<file path="src/rtl/jtag_dbg_pkg.sv">
// Shared types and code helpers for the JTAG debug multiplexer.
// Host TAP state encoding, IR capture pattern and IR code helpers.
package jtag_dbg_pkg;

    typedef enum logic [3:0] {
        ST_TLR      = 4'h0,
        ST_RTI      = 4'h1,
        ST_SEL_DR   = 4'h2,
        ST_CAP_DR   = 4'h3,
        ST_SHIFT_DR = 4'h4,
        ST_EXIT1_DR = 4'h5,
        ST_PAUSE_DR = 4'h6,
        ST_EXIT2_DR = 4'h7,
        ST_UPD_DR   = 4'h8,
        ST_SEL_IR   = 4'h9,
        ST_CAP_IR   = 4'hA,
        ST_SHIFT_IR = 4'hB,
        ST_EXIT1_IR = 4'hC,
        ST_PAUSE_IR = 4'hD,
        ST_EXIT2_IR = 4'hE,
        ST_UPD_IR   = 4'hF
    } tap_state_t;

    localparam logic [15:0] IR_CAPTURE = 16'h0001;

    function automatic logic [15:0] bypass_code(input int w);
        return 16'((32'h1 << w) - 32'h1);
    endfunction

    function automatic logic [15:0] idcode_code(input int w);
        return bypass_code(w) - 16'h0001;
    endfunction

    function automatic logic [15:0] tgt_code(input logic [15:0] base, input int unsigned n);
        return base + n[15:0];
    endfunction

endpackage

</file>
<file path="src/rtl/jtag_tap_fsm.sv">
// IEEE 1149.1 TAP controller: TMS-driven state register and decoded state strobes.
module jtag_tap_fsm
    import jtag_dbg_pkg::*;
(
    input  logic tck,
    input  logic trst_n,
    input  logic tms,
    output logic tlr_o,
    output logic capture_ir_o,
    output logic shift_ir_o,
    output logic update_ir_o,
    output logic capture_dr_o,
    output logic shift_dr_o
);

    tap_state_t state_q;
    tap_state_t state_d;

    // TAP state register
    always_ff @(posedge tck or negedge trst_n) begin
        if (!trst_n) begin
            state_q <= ST_TLR;
        end else begin
            state_q <= state_d;
        end
    end

    // Standard TAP transition table
    always_comb begin
        state_d = state_q;
        case (state_q)
            ST_TLR:      state_d = tms ? ST_TLR      : ST_RTI;
            ST_RTI:      state_d = tms ? ST_SEL_DR   : ST_RTI;
            ST_SEL_DR:   state_d = tms ? ST_SEL_IR   : ST_CAP_DR;
            ST_CAP_DR:   state_d = tms ? ST_EXIT1_DR : ST_SHIFT_DR;
            ST_SHIFT_DR: state_d = tms ? ST_EXIT1_DR : ST_SHIFT_DR;
            ST_EXIT1_DR: state_d = tms ? ST_UPD_DR   : ST_PAUSE_DR;
            ST_PAUSE_DR: state_d = tms ? ST_EXIT2_DR : ST_PAUSE_DR;
            ST_EXIT2_DR: state_d = tms ? ST_UPD_DR   : ST_SHIFT_DR;
            ST_UPD_DR:   state_d = tms ? ST_SEL_DR   : ST_RTI;
            ST_SEL_IR:   state_d = tms ? ST_TLR      : ST_CAP_IR;
            ST_CAP_IR:   state_d = tms ? ST_EXIT1_IR : ST_SHIFT_IR;
            ST_SHIFT_IR: state_d = tms ? ST_EXIT1_IR : ST_SHIFT_IR;
            ST_EXIT1_IR: state_d = tms ? ST_UPD_IR   : ST_PAUSE_IR;
            ST_PAUSE_IR: state_d = tms ? ST_EXIT2_IR : ST_PAUSE_IR;
            ST_EXIT2_IR: state_d = tms ? ST_UPD_IR   : ST_SHIFT_IR;
            ST_UPD_IR:   state_d = tms ? ST_SEL_DR   : ST_RTI;
            default:     state_d = ST_TLR;
        endcase
    end

    assign tlr_o        = (state_q == ST_TLR);
    assign capture_ir_o = (state_q == ST_CAP_IR);
    assign shift_ir_o   = (state_q == ST_SHIFT_IR);
    assign update_ir_o  = (state_q == ST_UPD_IR);
    assign capture_dr_o = (state_q == ST_CAP_DR);
    assign shift_dr_o   = (state_q == ST_SHIFT_DR);

endmodule

</file>
<file path="src/rtl/jtag_debug_tap_mux.sv">
// Host TAP that routes the JTAG pins to one of NUM_TGTS gated target TAPs.
// Optional IDCODE register enabled by defining JTAG_DBG_IDCODE_EN.
module jtag_debug_tap_mux
    import jtag_dbg_pkg::*;
#(
    parameter int          NUM_TGTS       = 1,
    parameter int          IR_WIDTH       = 8,
    parameter logic [15:0] IR_CODE_BASE   = 16'h0055,
    parameter logic [15:0] TGT_RST_ACT_HI = 16'hFFFF,
    parameter logic [31:0] IDCODE_VAL     = 32'h0000_0001
) (
    input  logic                TCK,
    input  logic                TRSTB,
    input  logic                TMS,
    input  logic                TDI,
    output logic                TDO,
    input  logic [NUM_TGTS-1:0] TGT_TDO,
    output logic [NUM_TGTS-1:0] TGT_TCK,
    output logic [NUM_TGTS-1:0] TGT_TMS,
    output logic [NUM_TGTS-1:0] TGT_TDI,
    output logic [NUM_TGTS-1:0] TGT_TRSTB,
    output logic                SEL_VALID
);

    localparam int SEL_W = (NUM_TGTS > 1) ? $clog2(NUM_TGTS) : 1;
    localparam logic [IR_WIDTH-1:0] IR_BYPASS = IR_WIDTH'(bypass_code(IR_WIDTH));
    localparam logic [IR_WIDTH-1:0] IR_IDCODE = IR_WIDTH'(idcode_code(IR_WIDTH));
`ifdef JTAG_DBG_IDCODE_EN
    localparam bit                  IDCODE_EN = 1'b1;
    localparam logic [IR_WIDTH-1:0] IR_RESET  = IR_IDCODE;
`else
    localparam bit                  IDCODE_EN = 1'b0;
    localparam logic [IR_WIDTH-1:0] IR_RESET  = IR_BYPASS;
`endif

    logic tlr_s, capture_ir_s, shift_ir_s, update_ir_s, capture_dr_s, shift_dr_s;

    jtag_tap_fsm u_fsm (
        .tck          (TCK),
        .trst_n       (TRSTB),
        .tms          (TMS),
        .tlr_o        (tlr_s),
        .capture_ir_o (capture_ir_s),
        .shift_ir_o   (shift_ir_s),
        .update_ir_o  (update_ir_s),
        .capture_dr_o (capture_dr_s),
        .shift_dr_o   (shift_dr_s)
    );

    logic [IR_WIDTH-1:0] ir_shift_q, ir_shift_d, ir_q, ir_d;
    logic                bypass_q, bypass_d;
    logic [31:0]         idcode_dr_q, idcode_dr_d;
    logic [SEL_W-1:0]    sel_q, sel_d;
    logic                sel_valid_q, sel_valid_d;
    logic [NUM_TGTS-1:0] en_q, en_d;
    logic                tdo_q, tdo_d, pass_q, pass_d;
    logic                idcode_sel_s, sel_tdo_s;

    // Posedge scan paths: IR shifter, bypass bit and IDCODE shifter
    always_comb begin
        ir_shift_d  = ir_shift_q;
        bypass_d    = bypass_q;
        idcode_dr_d = idcode_dr_q;
        if (capture_ir_s) begin
            ir_shift_d = IR_WIDTH'(IR_CAPTURE);
        end else if (shift_ir_s) begin
            ir_shift_d = {TDI, ir_shift_q[IR_WIDTH-1:1]};
        end else if (capture_dr_s) begin
            bypass_d    = 1'b0;
            idcode_dr_d = IDCODE_VAL;
        end else if (shift_dr_s) begin
            bypass_d    = TDI;
            idcode_dr_d = {TDI, idcode_dr_q[31:1]};
        end else begin
            ir_shift_d = ir_shift_q;
        end
    end

    // Posedge scan registers
    always_ff @(posedge TCK or negedge TRSTB) begin
        if (!TRSTB) begin
            ir_shift_q  <= IR_BYPASS;
            bypass_q    <= 1'b0;
            idcode_dr_q <= 32'h0000_0000;
        end else begin
            ir_shift_q  <= ir_shift_d;
            bypass_q    <= bypass_d;
            idcode_dr_q <= idcode_dr_d;
        end
    end

    assign idcode_sel_s = IDCODE_EN && (ir_q == IR_IDCODE);

    // Update-IR decode; gate enables follow the new selection on the same negedge
    always_comb begin
        ir_d        = ir_q;
        sel_d       = sel_q;
        sel_valid_d = sel_valid_q;
        if (tlr_s) begin
            ir_d        = IR_RESET;
            sel_valid_d = 1'b0;
        end else if (update_ir_s) begin
            ir_d        = ir_shift_q;
            sel_valid_d = 1'b0;
            for (int n = 0; n < NUM_TGTS; n++) begin
                if (16'(ir_shift_q) == tgt_code(IR_CODE_BASE, unsigned'(n))) begin
                    sel_d       = SEL_W'(n);
                    sel_valid_d = 1'b1;
                end
            end
        end else begin
            ir_d = ir_q;
        end
        for (int n = 0; n < NUM_TGTS; n++) begin
            en_d[n] = sel_valid_d && (sel_d == SEL_W'(n));
        end
        tdo_d  = 1'b0;
        pass_d = 1'b0;
        if (shift_ir_s) begin
            tdo_d = ir_shift_q[0];
        end else if (shift_dr_s) begin
            if (sel_valid_q) begin
                pass_d = 1'b1;
            end else if (idcode_sel_s) begin
                tdo_d = idcode_dr_q[0];
            end else begin
                tdo_d = bypass_q;
            end
        end else begin
            tdo_d = 1'b0;
        end
    end

    // Negedge registers: enables change only while TCK is low, keeping TGT_TCK glitch-free
    always_ff @(negedge TCK or negedge TRSTB) begin
        if (!TRSTB) begin
            ir_q        <= IR_RESET;
            sel_q       <= '0;
            sel_valid_q <= 1'b0;
            en_q        <= '0;
            tdo_q       <= 1'b0;
            pass_q      <= 1'b0;
        end else begin
            ir_q        <= ir_d;
            sel_q       <= sel_d;
            sel_valid_q <= sel_valid_d;
            en_q        <= en_d;
            tdo_q       <= tdo_d;
            pass_q      <= pass_d;
        end
    end

    // Selected target TDO, passed through unregistered to keep target timing
    always_comb begin
        sel_tdo_s = 1'b0;
        for (int n = 0; n < NUM_TGTS; n++) begin
            if (sel_q == SEL_W'(n)) begin
                sel_tdo_s = TGT_TDO[n];
            end
        end
    end

    assign TDO       = pass_q ? sel_tdo_s : tdo_q;
    assign SEL_VALID = sel_valid_q;
    assign TGT_TCK   = {NUM_TGTS{TCK}} & en_q;
    assign TGT_TMS   = {NUM_TGTS{TMS}};
    assign TGT_TDI   = {NUM_TGTS{TDI}};
    assign TGT_TRSTB = {NUM_TGTS{!TRSTB || tlr_s}} ^ ~TGT_RST_ACT_HI[NUM_TGTS-1:0];

endmodule

</file>
<file path="config.mk">
export PLATFORM = sky130hd
export DESIGN_NAME = jtag_debug_tap_mux
export DESIGN_NICKNAME = d
export VERILOG_FILES = /design/src/rtl/jtag_dbg_pkg.sv /design/src/rtl/jtag_tap_fsm.sv /design/src/rtl/jtag_debug_tap_mux.sv
export SDC_FILE = /design/constraint.sdc
export NUM_CORES = 1
export LEC_CHECK = 0
export ABC_AREA = 1
export CELL_PAD_IN_SITES_DETAIL_PLACEMENT = 1
export CELL_PAD_IN_SITES_GLOBAL_PLACEMENT = 1
export CORE_ASPECT_RATIO = 1.2
export CORE_MARGIN = 3
export CORE_UTILIZATION = 42
export CTS_BUF_LIST = sky130_fd_sc_hd__clkbuf_4
export DETAILED_ROUTE_END_ITERATION = 6
export PLACE_DENSITY = 0.88
export RECOVER_POWER = 50
export SLEW_MARGIN = 20
export SYNTH_ARGS = -nofsm -noshare
export SYNTH_HDL_FRONTEND = slang
export SYNTH_SLANG_ARGS = --single-unit
export TNS_END_PERCENT = 50
</file>
<file path="constraint.sdc">
create_clock -name TCK -period 1.35 [get_ports TCK]
set_input_delay 0.2025 -clock TCK [delete_from_list [all_inputs] [get_ports TCK]]
set_output_delay 0.2025 -clock TCK [all_outputs]
set_load 0.02 [all_outputs]
</file>
==> flow_summary.toml <==
[worst_setup_path]
r2r_setup_slack_ns = -0.55
arrival_ns = 1.93
cp_top_family = "flip-flops"
rr_worst_depth = 5
r2r-start = "ir_shift_q[2]"
crit_end = "TDO"
critPathBufInv = 1
r2r_end = "sel_q"
start_kind = "flip-flop"
crit_path_cell_trace = "nand3b_1, o21ai_2, buf_6"
cp_slowest_cell = "dfrtn_1"
worstSetupPathType = "reg2out"
cp_data_required_time_ns = 1.15
crit_cells = 3
crit_path_max_incr_delay_ns = 0.46
cp_max_fo = 2
crit_start = "sel_q"
crit_path_end_kind = "output port"

[synth]
netlist_instances = 119
syn_area_um2 = 933
synthTopCellsByArea = "dfstp_2, dfrtn_1, dfrtp_1"
avgSynthCellArea_um2 = 7.84
yosysUniqueCellTypes = 21
ys_ff_latch = 18
synth.yosys.seq_area_share = 0.493
syn_nets = 124
yosysTopAreaCell = "dfstp_2"
synth_top_area_share = 0.225
yosys_warnings = 0

[floorplan]
start_util = 0.446
fp.dieW_um = 49.0
rows = 18
num_io_pins = 11
coreArea_um2 = 2090
dieArea_um2 = 2830
chipHeight_um = 57.6

[min_path]
hold_start = "ir_shift_q[1]"
min_path_type = "reg2reg"

[global_routing]
grt_start_max_net_pins = 19
antenna_found_initial = 0
overflow = 0
grt_pass1_vias = 1190
grt_pass1_wl_um = 5440
grt_usage = 0.263

[cts]
cts_tree = "done"
clk-insertion-delay-late_ns = 0.43
postCtsHoldBufs = 0
clkSlewWorstSetupHoldPaths_ns = 0.11

[timing]
tightest_slew_ns = 0.938
finalMaxSlewViolations = 0
fin_ws_ns = -0.779
slew_headroom = 0.374
whs_ns = 0.527
rsz0062_at_grt = "yes"
setup_viol = 18
final.setup_skew_ns = 0.00626
hold_viol = 0

[detailed_routing]
drc = 0
via_per_inst = 5.59
ant_nets = 0
drt-wirelength-per-cell_um = 20.4
routed_wl_um = 3920
drt_iter0_drc = 24
drtPass1Iterations = 4
num_vias = 1073

[cells_and_area]
drive_gt1_frac = 0.494
diodes = 0
nets = 168
area_growth_pct = 51.5

[pwr]
peakVddDrop_mv = 1.18
power_mw = 2.60
powerDensity_nw_per_um2 = 1840
leakagePower_nw = 0.697

[placed_design]
io_buffers = 10
hpwlAfterDp_um = 2200
place_congestion = 0.921

[run]
max-cap-violations = 0

[run_status]
status = "complete, but fails checks"
violations = "negative setup slack"
[cell usage after synthesis]
cell type and count:
nand3_1 6, a21oi_1 4, nor2_1 10, dfrtn_1 5, nor2_2 2, inv_2 3, nand2_2 2, o21bai_1 1
dfstp_2 8, nand4_1 2, nor3_1 2, nand2_1 29, nand3b_1 2, buf_4 2, dfrtp_1 5, a31oi_1 1
o21ai_1 1, o21ai_0 9, o22ai_1 6, inv_1 17, nor2_4 2
[stage by stage]
stage                util  setup WS, ns  cells  setup TNS (ns)  area (um2)
finish              0.675        -0.779    192           -6.33        1410
global route        0.675        -0.796    192           -7.90        1410
CTS                 0.649        -0.695    190           -3.95        1360
detailed placement  0.594        -0.705    181           -5.49        1240
global placement    0.594        -0.676    181           -4.94        1240
floorplan               -        -0.377    119           -1.78         941
[sequential cells by signal, indices dropped and copies added, names as in the netlist]
signal / cells
ir_shift_q: 8
u_fsm.state_q: 4
SEL_VALID: 1
bypass_q: 1
en_q: 1
pass_q: 1
sel_q: 1
tdo_q: 1
[layout by cell type (no fill, tap or decap), drive strengths merged]
| cell type | synthesis | final |
|---|---|---|
| dlygate4sd3 | 0 | 1 |
| dlygate4sd2 | 0 | 2 |
| clkdlybuf4s50 | 0 | 3 |
| nand3b | 2 | 2 |
| nand3 | 6 | 6 |
| dfrtp | 5 | 5 |
| dfrtn | 5 | 5 |
| clkbuf | 0 | 8 |
| nand2 | 31 | 31 |
| nor2 | 14 | 14 |
| a31oi | 1 | 1 |
| o22ai | 6 | 6 |
| nor3 | 2 | 2 |
| o21ai | 10 | 10 |
| o21bai | 1 | 1 |
| nand4 | 2 | 2 |
| buf | 2 | 31 |
| inv | 20 | 20 |
| a21oi | 4 | 4 |
| dfstp | 8 | 8 |
[cell type report]
cell class              instances  area (um2)
fillers                       253         681
multi-input cells              79         468
flip-flops and latches         18         460
repair buffers                 37         302
inverters                      19        78.8
clock buffers                   8        63.8
well taps                      30        37.5
clock inverters                 1        3.75
[cells by family (layout without fill, tap and decap cells)]
kind of cell | Yosys count | in the layout | synth area share
and+or+nand+nor | 57 | 57 | 0.280
AOI/OAI and AO/OA | 22 | 22 | 0.130
buffers and inverters | 22 | 65 | 0.0965
DFF | 18 | 18 | 0.493
[per-layer routing]
layer | up-vias | track usage | share of wire
li1 | 472 | - | -
met4 | 0 | 0.146 | 0.056
met2 | 36 | 0.482 | 0.54
met3 | 22 | 0.0617 | 0.034
met5 | - | 0 | 0
met1 | 543 | 0.279 | 0.37
[report_power, final]
| part | switching (mW) | internal (mW) |
|---|---|---|
| registers | 0.121 | 0.710 |
| clock network | 0.226 | 0.234 |
| logic | 0.780 | 0.532 |
[worst min-delay path: cells and delay by family, from the launching register on]
family / cells / cell delay [ns]
flip-flops: 1 / 0.41
AO/OA/AOI/OAI: 1 / 0.06
AND/OR/NAND/NOR: 1 / 0.06
[worst min-delay path by stage]
stage                    endpoint  slack, ns  cells past startpoint
floorplan                bypass_q      -0.09                      0
global placement    ir_shift_q[1]       0.47                      2
detailed placement  ir_shift_q[6]       0.50                      2
CTS                      bypass_q       0.27                      2
global route        ir_shift_q[1]       0.54                      2
finish              ir_shift_q[1]       0.53                      2
[what timing repair did]
action	4_1_cts	5_1_grt
pin swaps	2	5
setup buffers	2	2
hold endpoints to repair	0	0
setup endpoints to repair	16	17
resized for setup	41	17
(Power assumes the default switching activity.)
